### src/rtl/cp0_reg_pkg.sv
// Shared CP0 definitions: register numbers, exception types, ExcCodes, field positions.
package cp0_reg_pkg;

  localparam int unsigned REG_W  = 32;
  localparam int unsigned ADDR_W = 5;
  localparam int unsigned INT_W  = 6;
  localparam int unsigned CODE_W = 5;

  localparam logic [ADDR_W-1:0] REG_COUNT   = 5'd9;
  localparam logic [ADDR_W-1:0] REG_COMPARE = 5'd11;
  localparam logic [ADDR_W-1:0] REG_STATUS  = 5'd12;
  localparam logic [ADDR_W-1:0] REG_CAUSE   = 5'd13;
  localparam logic [ADDR_W-1:0] REG_EPC     = 5'd14;
  localparam logic [ADDR_W-1:0] REG_PRID    = 5'd15;
  localparam logic [ADDR_W-1:0] REG_CONFIG  = 5'd16;

  localparam logic [REG_W-1:0] EXC_INT     = 32'h0000_0001;
  localparam logic [REG_W-1:0] EXC_SYSCALL = 32'h0000_0008;
  localparam logic [REG_W-1:0] EXC_INV     = 32'h0000_000a;
  localparam logic [REG_W-1:0] EXC_OV      = 32'h0000_000c;
  localparam logic [REG_W-1:0] EXC_TRAP    = 32'h0000_000d;
  localparam logic [REG_W-1:0] EXC_ERET    = 32'h0000_000e;

  typedef enum logic [CODE_W-1:0] {
    CODE_INT = 5'd0,
    CODE_SYS = 5'd8,
    CODE_RI  = 5'd10,
    CODE_OV  = 5'd12,
    CODE_TR  = 5'd13
  } exc_code_e;

  localparam int unsigned STATUS_EXL    = 1;
  localparam int unsigned CAUSE_BD      = 31;
  localparam int unsigned CAUSE_IPHW_HI = 15;
  localparam int unsigned CAUSE_IPHW_LO = 10;
  localparam int unsigned CAUSE_EXC_HI  = 6;
  localparam int unsigned CAUSE_EXC_LO  = 2;

  // Software-writable Cause bits: IV, WP and IP[1:0]
  localparam logic [REG_W-1:0] CAUSE_WMASK = 32'h00c0_0300;

  localparam logic [REG_W-1:0] PRID_DEF   = 32'h004c_0102;
  localparam logic [REG_W-1:0] CONFIG_DEF = 32'h0000_8000;
  localparam logic [REG_W-1:0] STATUS_DEF = 32'h1000_0000;

endpackage

### src/rtl/cp0_reg_if.sv
// Pipeline-side bus of the CP0 register file: writes, reads, exception commit, register views.
interface cp0_reg_if;
  import cp0_reg_pkg::*;

  logic                we_i;
  logic [ADDR_W-1:0]   waddr_i;
  logic [ADDR_W-1:0]   raddr_i;
  logic [REG_W-1:0]    data_i;
  logic [INT_W-1:0]    int_i;
  logic [REG_W-1:0]    excepttype_i;
  logic [REG_W-1:0]    current_inst_addr_i;
  logic                is_in_delayslot_i;

  logic [REG_W-1:0]    data_o;
  logic [REG_W-1:0]    count_o;
  logic [REG_W-1:0]    compare_o;
  logic [REG_W-1:0]    status_o;
  logic [REG_W-1:0]    cause_o;
  logic [REG_W-1:0]    epc_o;
  logic [REG_W-1:0]    config_o;
  logic [REG_W-1:0]    prid_o;
  logic                timer_int_o;

  modport master (
    output we_i, waddr_i, raddr_i, data_i, int_i,
           excepttype_i, current_inst_addr_i, is_in_delayslot_i,
    input  data_o, count_o, compare_o, status_o, cause_o, epc_o,
           config_o, prid_o, timer_int_o
  );

  modport slave (
    input  we_i, waddr_i, raddr_i, data_i, int_i,
           excepttype_i, current_inst_addr_i, is_in_delayslot_i,
    output data_o, count_o, compare_o, status_o, cause_o, epc_o,
           config_o, prid_o, timer_int_o
  );
endinterface

### src/rtl/cp0_timer.sv
// Count/Compare pair and timer interrupt; implemented only when CP0_TIMER_EN is defined,
// otherwise both registers read 0 and the interrupt is tied low.
module cp0_timer
  import cp0_reg_pkg::*;
(
  input  logic              clk,
  input  logic              rst,
  input  logic              we,
  input  logic [ADDR_W-1:0] waddr,
  input  logic [REG_W-1:0]  data,
  output logic [REG_W-1:0]  count,
  output logic [REG_W-1:0]  compare,
  output logic              timer_int
);

`ifdef CP0_TIMER_EN
  logic wr_count;
  logic wr_compare;

  assign wr_count   = we && (waddr == REG_COUNT);
  assign wr_compare = we && (waddr == REG_COMPARE);

  // A Compare write acknowledges the interrupt and takes priority over a new match
  always_ff @(posedge clk) begin
    if (rst) begin
      count     <= '0;
      compare   <= '0;
      timer_int <= 1'b0;
    end else begin
      count <= wr_count ? data : count + REG_W'(1);
      if (wr_compare) begin
        compare   <= data;
        timer_int <= 1'b0;
      end else if ((compare != '0) && (count == compare)) begin
        timer_int <= 1'b1;
      end
    end
  end
`else
  logic unused_in;
  assign unused_in = ^{clk, rst, we, waddr, data};
  assign count     = '0;
  assign compare   = '0;
  assign timer_int = 1'b0;
`endif

endmodule

### src/rtl/cp0_reg.sv
// MIPS Coprocessor-0 register file: Status/Cause/EPC, exception recording, read mux.
// Count/Compare and the timer interrupt exist only when CP0_TIMER_EN is defined.
module cp0_reg
  import cp0_reg_pkg::*;
#(
  parameter logic [REG_W-1:0] PRID       = PRID_DEF,
  parameter logic [REG_W-1:0] CONFIG_RST = CONFIG_DEF,
  parameter logic [REG_W-1:0] STATUS_RST = STATUS_DEF
) (
  input  logic       clk,
  input  logic       rst,
  cp0_reg_if.slave   bus
);

  logic [REG_W-1:0] status, status_nxt;
  logic [REG_W-1:0] cause, cause_nxt;
  logic [REG_W-1:0] epc, epc_nxt;
  logic [REG_W-1:0] count, compare;
  logic             timer_int;
  logic [REG_W-1:0] rdata;
  logic             take;
  logic             record;
  exc_code_e        code;

  cp0_timer u_timer (
    .clk       (clk),
    .rst       (rst),
    .we        (bus.we_i),
    .waddr     (bus.waddr_i),
    .data      (bus.data_i),
    .count     (count),
    .compare   (compare),
    .timer_int (timer_int)
  );

  // Software write lands first; exception updates then override the fields they own
  always_comb begin
    status_nxt = status;
    cause_nxt  = cause;
    epc_nxt    = epc;
    take       = 1'b0;
    record     = 1'b0;
    code       = CODE_INT;

    cause_nxt[CAUSE_IPHW_HI:CAUSE_IPHW_LO] = bus.int_i;

    if (bus.we_i) begin
      case (bus.waddr_i)
        REG_STATUS: status_nxt = bus.data_i;
        REG_CAUSE:  cause_nxt  = (cause_nxt & ~CAUSE_WMASK) | (bus.data_i & CAUSE_WMASK);
        REG_EPC:    epc_nxt    = bus.data_i;
        default: ;
      endcase
    end

    // Interrupts always record EPC/BD; other exceptions only outside EXL
    case (bus.excepttype_i)
      EXC_INT:     begin take = 1'b1; record = 1'b1;                 code = CODE_INT; end
      EXC_SYSCALL: begin take = 1'b1; record = ~status[STATUS_EXL]; code = CODE_SYS; end
      EXC_INV:     begin take = 1'b1; record = ~status[STATUS_EXL]; code = CODE_RI;  end
      EXC_OV:      begin take = 1'b1; record = ~status[STATUS_EXL]; code = CODE_OV;  end
      EXC_TRAP:    begin take = 1'b1; record = ~status[STATUS_EXL]; code = CODE_TR;  end
      EXC_ERET:    status_nxt[STATUS_EXL] = 1'b0;
      default: ;
    endcase

    if (record) begin
      epc_nxt = bus.is_in_delayslot_i ? bus.current_inst_addr_i - REG_W'(4)
                                      : bus.current_inst_addr_i;
      cause_nxt[CAUSE_BD] = bus.is_in_delayslot_i;
    end
    if (take) begin
      status_nxt[STATUS_EXL]                = 1'b1;
      cause_nxt[CAUSE_EXC_HI:CAUSE_EXC_LO]  = code;
    end
  end

  always_ff @(posedge clk) begin
    if (rst) begin
      status <= STATUS_RST;
      cause  <= '0;
      epc    <= '0;
    end else begin
      status <= status_nxt;
      cause  <= cause_nxt;
      epc    <= epc_nxt;
    end
  end

  // Read port shows registered state only; same-cycle writes are not bypassed
  always_comb begin
    rdata = '0;
    case (bus.raddr_i)
      REG_COUNT:   rdata = count;
      REG_COMPARE: rdata = compare;
      REG_STATUS:  rdata = status;
      REG_CAUSE:   rdata = cause;
      REG_EPC:     rdata = epc;
      REG_PRID:    rdata = PRID;
      REG_CONFIG:  rdata = CONFIG_RST;
      default: ;
    endcase
  end

  assign bus.data_o      = rdata;
  assign bus.count_o     = count;
  assign bus.compare_o   = compare;
  assign bus.status_o    = status;
  assign bus.cause_o     = cause;
  assign bus.epc_o       = epc;
  assign bus.config_o    = CONFIG_RST;
  assign bus.prid_o      = PRID;
  assign bus.timer_int_o = timer_int;

endmodule

### src/flat_wrapper.sv
// flat-port wrapper written by rule: the top's interface ports become plain ports
module cp0_reg_flat import cp0_reg_pkg::*;
#(
  parameter logic [REG_W-1:0] PRID       = PRID_DEF,
  parameter logic [REG_W-1:0] CONFIG_RST = CONFIG_DEF,
  parameter logic [REG_W-1:0] STATUS_RST = STATUS_DEF
)
  (clk, rst, bus_we_i, bus_waddr_i, bus_raddr_i, bus_data_i, bus_int_i, bus_excepttype_i, bus_current_inst_addr_i, bus_is_in_delayslot_i, bus_data_o, bus_count_o, bus_compare_o, bus_status_o, bus_cause_o, bus_epc_o, bus_config_o, bus_prid_o, bus_timer_int_o);
  cp0_reg_if bus_i ();
  input  logic clk;
  input  logic rst;
  input wire logic [$bits(bus_i.we_i)-1:0] bus_we_i;
  input wire logic [$bits(bus_i.waddr_i)-1:0] bus_waddr_i;
  input wire logic [$bits(bus_i.raddr_i)-1:0] bus_raddr_i;
  input wire logic [$bits(bus_i.data_i)-1:0] bus_data_i;
  input wire logic [$bits(bus_i.int_i)-1:0] bus_int_i;
  input wire logic [$bits(bus_i.excepttype_i)-1:0] bus_excepttype_i;
  input wire logic [$bits(bus_i.current_inst_addr_i)-1:0] bus_current_inst_addr_i;
  input wire logic [$bits(bus_i.is_in_delayslot_i)-1:0] bus_is_in_delayslot_i;
  output wire logic [$bits(bus_i.data_o)-1:0] bus_data_o;
  output wire logic [$bits(bus_i.count_o)-1:0] bus_count_o;
  output wire logic [$bits(bus_i.compare_o)-1:0] bus_compare_o;
  output wire logic [$bits(bus_i.status_o)-1:0] bus_status_o;
  output wire logic [$bits(bus_i.cause_o)-1:0] bus_cause_o;
  output wire logic [$bits(bus_i.epc_o)-1:0] bus_epc_o;
  output wire logic [$bits(bus_i.config_o)-1:0] bus_config_o;
  output wire logic [$bits(bus_i.prid_o)-1:0] bus_prid_o;
  output wire logic [$bits(bus_i.timer_int_o)-1:0] bus_timer_int_o;
  assign bus_i.we_i = bus_we_i;
  assign bus_i.waddr_i = bus_waddr_i;
  assign bus_i.raddr_i = bus_raddr_i;
  assign bus_i.data_i = bus_data_i;
  assign bus_i.int_i = bus_int_i;
  assign bus_i.excepttype_i = bus_excepttype_i;
  assign bus_i.current_inst_addr_i = bus_current_inst_addr_i;
  assign bus_i.is_in_delayslot_i = bus_is_in_delayslot_i;
  assign bus_data_o = bus_i.data_o;
  assign bus_count_o = bus_i.count_o;
  assign bus_compare_o = bus_i.compare_o;
  assign bus_status_o = bus_i.status_o;
  assign bus_cause_o = bus_i.cause_o;
  assign bus_epc_o = bus_i.epc_o;
  assign bus_config_o = bus_i.config_o;
  assign bus_prid_o = bus_i.prid_o;
  assign bus_timer_int_o = bus_i.timer_int_o;
  cp0_reg #(.PRID(PRID), .CONFIG_RST(CONFIG_RST), .STATUS_RST(STATUS_RST)) u_core (.clk(clk), .rst(rst), .bus(bus_i));
endmodule
### config.mk
export PLATFORM = sky130hd
export DESIGN_NAME = cp0_reg_flat
export DESIGN_NICKNAME = d
export VERILOG_FILES = /design/src/rtl/cp0_reg_pkg.sv /design/src/rtl/cp0_reg_if.sv /design/src/rtl/cp0_timer.sv /design/src/rtl/cp0_reg.sv /design/src/flat_wrapper.sv
export SDC_FILE = /design/constraint.sdc
export NUM_CORES = 1
export LEC_CHECK = 0
export CORE_AREA = 2 2 146 148
export DETAILED_ROUTE_END_ITERATION = 8
export DIE_AREA = 0 0 148 150
export PLACE_DENSITY_LB_ADDON = 0.08
export SLEW_MARGIN = 10
export SYNTH_ARGS = -nofsm -noshare
export SYNTH_HDL_FRONTEND = slang
export SYNTH_SLANG_ARGS = --single-unit
### constraint.sdc
create_clock -name clk -period 2.8 [get_ports clk]
set_input_delay 0.56 -clock clk [delete_from_list [all_inputs] [get_ports clk]]
set_output_delay 0.56 -clock clk [all_outputs]
set_load 0.01 [all_outputs]
==> results of run 1 <==
worst max-delay path: stages:
cell and delay, ns:
sky130_fd_sc_hd__clkdlybuf4s50_1 0.47, sky130_fd_sc_hd__nand3b_1 0.13, sky130_fd_sc_hd__buf_4 0.17, sky130_fd_sc_hd__inv_1 0.07, sky130_fd_sc_hd__a221oi_2 0.27, sky130_fd_sc_hd__a21o_1 0.11, sky130_fd_sc_hd__o22ai_1 0.06, sky130_fd_sc_hd__dlygate4sd2_1 0.29
how the worst min path moves through the flow:
stage | end | slack [ns]
after floorplan | u_core.bus.status_o[22] | 0.49
after global placement | u_core.bus.status_o[25] | 0.46
after detailed placement | u_core.bus.status_o[22] | 0.47
after CTS | u_core.bus.status_o[13] | 0.48
after global routing | u_core.bus.status_o[20] | 0.49
final | u_core.bus.status_o[25] | 0.47
logic make-up after synthesis:
family	after synthesis
other	2
DFF	79
xor gates and xnor gates	27
muxes	45
buffers and inverters	196
and+or+nand+nor	249
adders and majority gates	1
AOI/OAI and AO/OA	117
area by class of cell:
| class | instances | area, sq um |
|---|---|---|
| fill | 2134 | 12200 |
| clock buffer | 11 | 253 |
| tap | 275 | 344 |
| multi-input combinational | 585 | 3410 |
| clock inverter | 5 | 80.1 |
| timing repair buffer | 281 | 2760 |
| inverter | 6 | 22.5 |
| sequential | 79 | 1580 |
repair_timing:
item,4_1_cts,5_1_grt
endpoints found under the setup margin,31,11
gates resized for setup,29,11
setup buffers,1,1
layout by cell type (no fill, tap or decap), types with 4 or more instances in the layout:
cell type,Yosys,layout
sky130_fd_sc_hd__buf_4,149,45
sky130_fd_sc_hd__clkbuf_16,0,9
sky130_fd_sc_hd__xor2_1,7,7
sky130_fd_sc_hd__conb_1,2,146
sky130_fd_sc_hd__xnor2_1,20,20
sky130_fd_sc_hd__dfxtp_1,79,79
sky130_fd_sc_hd__dlygate4sd2_1,0,22
sky130_fd_sc_hd__or3_1,6,6
sky130_fd_sc_hd__nor3_1,11,9
sky130_fd_sc_hd__clkdlybuf4s50_1,0,192
sky130_fd_sc_hd__mux2i_1,45,45
sky130_fd_sc_hd__nor2_1,75,74
sky130_fd_sc_hd__nand3b_1,4,4
sky130_fd_sc_hd__nor4_2,4,4
sky130_fd_sc_hd__or4_1,7,7
sky130_fd_sc_hd__inv_1,6,6
sky130_fd_sc_hd__nor4_1,9,9
sky130_fd_sc_hd__a211oi_1,48,48
sky130_fd_sc_hd__nand2_1,75,75
sky130_fd_sc_hd__a21oi_1,49,49
sky130_fd_sc_hd__nor2b_1,27,26
sky130_fd_sc_hd__dlymetal6s2s_1,0,10
sky130_fd_sc_hd__buf_12,0,7
sky130_fd_sc_hd__a211oi_2,4,4
per-layer routing:
metal | GRT usage, % | up-vias
li1 | - | 2662
met1 | 23.8 | 2396
met2 | 31.0 | 199
met3 | 2.32 | 12
met4 | 4.71 | 0
met5 | 0 | -
state kept, by name (all words and copies together) (netlist names):
register	cells
u_core.bus.epc_o	32
u_core.bus.status_o	32
u_core.bus.cause_o	15
power by group:
group | internal (mW) | switching, mW
clock | 0.829 | 0.507
combinational | 0.256 | 0.280
sequential | 1.14 | 0.00896
==> flow_summary.rst, run 1 <==
.. list-table::
   :header-rows: 1

   * - Metric
     - Value
   * - Run status
     - completed
   * - H-Tree Depth
     - 3
   * - Register bit total from synthesis
     - 79
   * - Largest cells by area after synthesis
     - sky130_fd_sc_hd__dfxtp_1 (28%), sky130_fd_sc_hd__buf_4 (19%), sky130_fd_sc_hd__mux2i_1 (7.8%)
   * - Final total power
     - 3.02 mW
   * - Number of violations reported at the end of detailed-routing iteration 0
     - 252
   * - Post-Layout Cell Count
     - 1242
   * - Xor and xnor area share after synthesis
     - 4.11%
   * - Reg-to-reg critical path startpoint
     - u_core.bus.status_o[1]
   * - Post-detailed-routing wire length
     - 20.8 mm
   * - Post-placement cell area
     - 0.00808 sq mm
   * - Final setup violation count
     - 0
   * - Category of the critical setup timing path
     - input pin to output port
   * - Period utilization
     - 95.9%
   * - Number of primary I/O pins
     - 373
   * - Min Clock Period, post-route
     - 2.68 ns
   * - Core occupancy in the finished layout
     - 40.9%
   * - CTS max path bufs
     - 2
   * - Number of synthesized flops with an enable pin
     - 0
   * - Worst R2R Path Depth
     - 7
   * - Width of the chip
     - 148 um
   * - Highest fanout seen on the critical path
     - 7
   * - Main combinational cell family by area after synthesis
     - simple AND/OR/NAND/NOR gates
   * - Worst hold path startpoint
     - u_core.bus.status_o[25]
   * - Clock transition time at the flip-flop clock pins of the worst setup and hold paths
     - 0.06 ns
   * - Worst-Skew Late Latency
     - 0.35 ns
   * - Post-synthesis adder-cell area fraction
     - 0.218%
   * - Fmax achieved
     - 372 MHz
   * - Cell count after placement
     - 1224
   * - Commonest cells post-synth
     - sky130_fd_sc_hd__buf_4 (149), sky130_fd_sc_hd__dfxtp_1 (79), sky130_fd_sc_hd__nand2_1 (75), sky130_fd_sc_hd__nor2_1 (75), sky130_fd_sc_hd__a21oi_1 (49)
   * - Top cell type by total area after synthesis
     - sky130_fd_sc_hd__dfxtp_1
   * - Endpoint arrival time on the critical path
     - 2.12 ns
   * - Routed length on met3
     - 997 um
   * - Number of violations of the max-capacitance limit
     - 0
   * - Share of synthesized area occupied by flip-flops and latches
     - 27.5%
   * - Routed via count divided by cell count
     - 4.24
   * - Post-synthesis instance area
     - 0.00575 sq mm
   * - Post-synthesis cell count
     - 716
   * - Sum of routed wire segments on met1
     - 9.36 mm
   * - Register-to-register setup slack
     - 1.07 ns
   * - Placeable core region
     - 0.0207 sq mm
   * - Power per cell area
     - 357 mW/mm^2
   * - Fraction of the mapped netlist area in compound gates
     - 13.6%
   * - Relative slew slack
     - 65.9%
   * - Class of the most critical hold timing path
     - flop to flop
   * - Hold Vio Cnt, Final
     - 0
   * - Overflow left after global routing
     - 0
   * - Last element of the critical path
     - bus_data_o[15]
   * - Detail-routed net length per standard cell
     - 16.8 um
   * - Initial core utilization
     - 27.8%
   * - Die span in y
     - 150 um
   * - Fin Hold WS
     - 0.474 ns
   * - HPWL reported at the end of detailed placement
     - 16.5 mm
   * - Slew at the pin with the worst max-slew slack
     - 0.509 ns
   * - Count of port buffers added during placement
     - 226
   * - DRT antenna net count
     - 0
   * - Startpoint types
     - input pin
   * - Pleak
     - 3.50 nW
   * - Most used DFF post-synth
     - sky130_fd_sc_hd__dfxtp_1
   * - Count of TritonRoute iterations in the first routing pass
     - 4
   * - Area share of the largest cell type after synthesis
     - 27.5%
   * - Worst path setup slack after routing
     - 0.115 ns
   * - TNS Setup
     - 0 ns
   * - Count of distinct cell types in the synthesized netlist
     - 54
   * - CTS Hold Buffers Added
     - 0
   * - GRT Total Usage
     - 18.0%
   * - Non-Filler Cell Area, Final
     - 0.00845 sq mm
   * - Row count
     - 53
   * - Pin count of the biggest net entering global routing
     - 80
   * - GP Congestion
     - 0.777
   * - Net count of the finished layout
     - 1079
   * - CTS buffer count
     - 9
   * - CTS tree
     - yes
   * - Required time of the critical path
     - 2.24 ns
   * - IR drop worst, VDD
     - 0.229 mV
   * - Die ar.
     - 0.0222 sq mm
   * - Initial antenna violation count
     - 0
   * - Most used standard cell by instance count after synthesis
     - sky130_fd_sc_hd__buf_4
   * - Post-Synthesis Mean Instance Area
     - 8.03 sq um
   * - Syn-to-layout area delta
     - 47.0%
   * - Cell at the root of the clock tree
     - sky130_fd_sc_hd__clkbuf_16
   * - Topmost layer with routed signal wires
     - met4
   * - Worst flop-to-flop path endpoint
     - u_core.bus.epc_o[2]
   * - Detailed-route DRC error count
     - 0
   * - Number of instances on the worst hold path
     - 2
   * - Fraction of final layout cells sized beyond drive strength 1
     - 10.3%
   * - Mux contribution to synthesized area
     - 7.84%
   * - Total via count after detailed routing
     - 5269
   * - Met2 wirelength from detailed routing
     - 10.3 mm
   * - Origin of the worst setup path
     - bus_raddr_i[4]
   * - Number of max-slew violations in the final report
     - 0
   * - RSZ-0062 raised after global routing
     - false
   * - Via count of the first global-routing pass
     - 4906
   * - Fraction of registers with async set or reset after synthesis
     - 0%
   * - Number of sinks handled by clock tree synthesis
     - 79
   * - Simple-Gate Fraction of Synth Area
     - 23.5%
   * - Wire length of the first global-routing pass
     - 30.3 mm
   * - Ys Warns
     - 0
   * - Count of antenna diodes in the layout
     - 0
   * - DP Worst Slack
     - -0.200 ns
   * - Final worst clock skew
     - 0.00880 ns
   * - Kind of capture point of the worst setup path
     - output port
Note: power is estimated with default switching activity, not from simulation.
==> inputs of run 2 (changes only) <==
==> constraint.sdc (replaced) <==
create_clock -name clk -period 3.2 [get_ports clk]
set_input_delay 0.64 -clock clk [delete_from_list [all_inputs] [get_ports clk]]
set_output_delay 0.64 -clock clk [all_outputs]
set_load 0.01 [all_outputs]
==> run 2 against run 1 <==
Design area shrank 3.3%. First-iteration DRC count down 3.6%. Combinational power decreased by 18%. Utilization decreased by 1.3 points. Critical path type unchanged. Non-clock buffer count is 32 lower. Clock power decreased by 14%. Via count shrank 1.6%. Die area unchanged. Final cell count down 2.5%. Critical path depth down 2. Clock skew fell by 0.0034 ns. Routed wire length is 1.3% lower.
==> flow_summary.rst, run 2 (synthesis results as in run 1) <==
.. list-table::
   :header-rows: 1

   * - Metric
     - Value
   * - Commonest cells after routing, fill and taps aside
     - sky130_fd_sc_hd__clkdlybuf4s50_1 (223), sky130_fd_sc_hd__conb_1 (146), sky130_fd_sc_hd__dfxtp_1 (79) (was sky130_fd_sc_hd__clkdlybuf4s50_1 (192), sky130_fd_sc_hd__conb_1 (146), sky130_fd_sc_hd__dfxtp_1 (79))
   * - Row count
     - 53 (unchanged)
   * - CTS Hold Buffers Added
     - 0 (unchanged)
   * - Class of the most critical hold timing path
     - flop to flop (unchanged)
   * - Internal Power
     - 1.93 mW (was 2.22 mW)
   * - Fmax achieved
     - 322 MHz
   * - Fin Hold WS
     - 0.472 ns (was 0.474 ns)
   * - HPWL reported at the end of detailed placement
     - 16.2 mm (was 16.5 mm)
   * - Count of TritonRoute iterations in the first routing pass
     - 4 (unchanged)
   * - Min Clock Period, post-route
     - 3.11 ns
   * - Number of violations of the max-capacitance limit
     - 0 (unchanged)
   * - Final setup violation count
     - 0 (unchanged)
   * - Initial core utilization
     - 27.8% (unchanged)
   * - Placeable core region
     - 0.0207 sq mm (unchanged)
   * - Number of violations reported at the end of detailed-routing iteration 0
     - 243 (was 252)
   * - Family with the most delay on the worst path
     - buffers and inverters (unchanged)
   * - Hold Vio Cnt, Final
     - 0 (unchanged)
   * - Buffers plus inverters on the worst setup path
     - 3 (was 4)
   * - Power per cell area
     - 317 mW/mm^2 (was 357 mW/mm^2)
   * - Net count of the finished layout
     - 1047 (was 1079)
   * - Post-Layout Cell Count
     - 1211 (was 1242)
   * - Die ar.
     - 0.0222 sq mm (unchanged)
   * - DRT antenna net count
     - 0 (unchanged)
   * - Slew at the pin with the worst max-slew slack
     - 0.823 ns (was 0.509 ns)
   * - Pleak
     - 3.05 nW (was 3.50 nW)
   * - Highest fanout seen on the critical path
     - 4 (was 7)
   * - Switching Fraction
     - 25.7% (was 26.4%)
   * - RSZ-0062 raised after global routing
     - false (unchanged)
   * - Cell count after placement
     - 1194 (was 1224)
   * - H-Tree Depth
     - 3 (unchanged)
   * - Die span in y
     - 150 um (unchanged)
   * - Clock power frac
     - 44.3% (about the same)
   * - CTS max path bufs
     - 2 (unchanged)
   * - Via count of the first global-routing pass
     - 4844 (was 4906)
   * - Wire length of the first global-routing pass
     - 30.1 mm (was 30.3 mm)
   * - Chain of cells forming the critical path
     - clkdlybuf4s50_1 > nand3b_1 > or2_4 > buf_12 > nor2_1 > clkdlybuf4s50_1 (was clkdlybuf4s50_1 > nand3b_1 > buf_4 > inv_1 > a221oi_2 > a21o_1 > o22ai_1 > dlygate4sd2_1)
   * - Worst-Skew Late Latency
     - 0.34 ns (was 0.35 ns)
   * - Required time of the critical path
     - 2.56 ns (was 2.24 ns)
   * - GP Congestion
     - 0.797 (was 0.777)
   * - Most common library cell in the layout ignoring fill and taps
     - sky130_fd_sc_hd__clkdlybuf4s50_1 (unchanged)
   * - Endpoint arrival time on the critical path
     - 2.47 ns (was 2.12 ns)
   * - Startpoint types
     - input pin (unchanged)
   * - Initial antenna violation count
     - 1 (was 0)
   * - Sequential share of power
     - 38.6% (was 37.9%)
   * - Overflow left after global routing
     - 0 (unchanged)
   * - GRT Total Usage
     - 18.0% (about the same)
   * - Combinational Power Share
     - 17.1% (was 17.8%)
   * - Number of primary I/O pins
     - 373 (unchanged)
   * - Routed via count divided by cell count
     - 4.28 (was 4.24)
   * - Relative slew slack
     - 45.1% (was 65.9%)
   * - Core occupancy in the finished layout
     - 39.5% (was 40.9%)
   * - Width of the chip
     - 148 um (unchanged)
   * - Detailed-route DRC error count
     - 0 (unchanged)
   * - P_sw
     - 0.667 mW (was 0.796 mW)
   * - IR drop worst, VDD
     - 0.206 mV (was 0.229 mV)
   * - Number of sinks handled by clock tree synthesis
     - 79 (unchanged)
   * - Worst path max stage delay
     - 0.57 ns (was 0.47 ns)
   * - Final worst clock skew
     - 0.00540 ns (was 0.00880 ns)
   * - Slowest CP cell
     - sky130_fd_sc_hd__clkdlybuf4s50_1 (unchanged)
   * - Final total power
     - 2.59 mW (was 3.02 mW)
   * - Count of port buffers added during placement
     - 226 (unchanged)
   * - TNS Setup
     - 0 ns (unchanged)
   * - Post-placement cell area
     - 0.00784 sq mm (was 0.00808 sq mm)
   * - DP Worst Slack
     - -0.00694 ns (was -0.200 ns)
   * - Worst path setup slack after routing
     - 0.0902 ns (was 0.115 ns)
   * - Pin count of the biggest net entering global routing
     - 50 (was 80)
   * - Clock transition time at the flip-flop clock pins of the worst setup and hold paths
     - 0.06 ns (about the same)
   * - Number of max-slew violations in the final report
     - 0 (unchanged)
   * - Critical path's most frequent cell
     - sky130_fd_sc_hd__clkdlybuf4s50_1
   * - Detail-routed net length per standard cell
     - 17.0 um (was 16.8 um)
   * - Run status
     - completed (unchanged)
   * - Fraction of final layout cells sized beyond drive strength 1
     - 6.63% (was 10.3%)
   * - Non-Filler Cell Area, Final
     - 0.00818 sq mm (was 0.00845 sq mm)
   * - Layout filler cell count
     - 2174 (was 2134)
   * - Post-detailed-routing wire length
     - 20.6 mm (was 20.8 mm)
   * - Category of the critical setup timing path
     - input pin to output port (unchanged)
   * - Syn-to-layout area delta
     - 42.2% (was 47.0%)
   * - Total via count after detailed routing
     - 5186 (was 5269)
   * - Kind of capture point of the worst setup path
     - output port (unchanged)
   * - CTS tree
     - yes (unchanged)
   * - Cell at the root of the clock tree
     - sky130_fd_sc_hd__clkbuf_16 (unchanged)
   * - Period utilization
     - 97.2%
   * - CTS buffer count
     - 9 (unchanged)
-- run 2: cell types whose count changed in the layout (fill, tap and decap cells not counted), moves of 2 or more --
| cell | delta |
|---|---|
| sky130_fd_sc_hd__buf_4 | -29 |
| sky130_fd_sc_hd__clkinvlp_4 | -2 |
| sky130_fd_sc_hd__clkbuf_1 | +2 |
| sky130_fd_sc_hd__dlymetal6s2s_1 | -9 |
| sky130_fd_sc_hd__dlygate4sd2_1 | -22 |
| sky130_fd_sc_hd__buf_6 | -2 |
| sky130_fd_sc_hd__clkdlybuf4s50_1 | +31 |
-- run 2: final timing paths --
| kind | start | cells past startpoint | slack (ns) | end |
|---|---|---|---|---|
| worst min register to register | u_core.bus.status_o[26] | 2 | 0.47 | u_core.bus.status_o[26] |
| worst max register to register | u_core.bus.status_o[1] | 5 | 1.44 | u_core.bus.epc_o[14] |
| worst max-delay path | bus_raddr_i[4] | 6 | 0.09 | bus_data_o[6] |
| worst min-delay path | u_core.bus.status_o[26] | 2 | 0.47 | u_core.bus.status_o[26] |
-- run 2: tightest hold or removal path: stages (launching register included) --
cell	delay (ns)
sky130_fd_sc_hd__dfxtp_1	0.32
sky130_fd_sc_hd__nand2_1	0.06
sky130_fd_sc_hd__a21oi_1	0.05
-- run 2: routing by layer --
layer	vias up	GRT usage, %	share of wire, %
li1	2600	-	-
met4	0	6.10	1.6
met5	-	0	0
met1	2361	23.4	45
met2	210	31.1	49
met3	15	1.80	4.8
-- run 2: power by group through the flow --
stage          logic (mW)  registers (mW)  clock network [mW]
2_1_floorplan       0.321            1.03                   0
3_3_place_gp        0.442            1.02                   0
3_5_place_dp        0.441            1.02                   0
4_1_cts             0.443            1.00                1.18
5_1_grt             0.484            1.00                1.21
6_report            0.443            1.00                1.15
-- run 2: repair_timing --
item,CTS,global route
pin swaps,0,1
gates resized for setup,1,2
setup buffers,0,0
setup endpoints to repair,1,2
-- run 2: layout make-up --
type	count	area, sq um	share of cell area (%)
multi-input combinational	585	3390	41.5
timing repair buffer	249	2510	30.7
sequential	79	1580	19.3
tap	275	344	4.21
clock buffer	13	260	3.18
clock inverter	3	65.1	0.796
inverter	6	22.5	0.275
antenna	1	2.50	0.0306
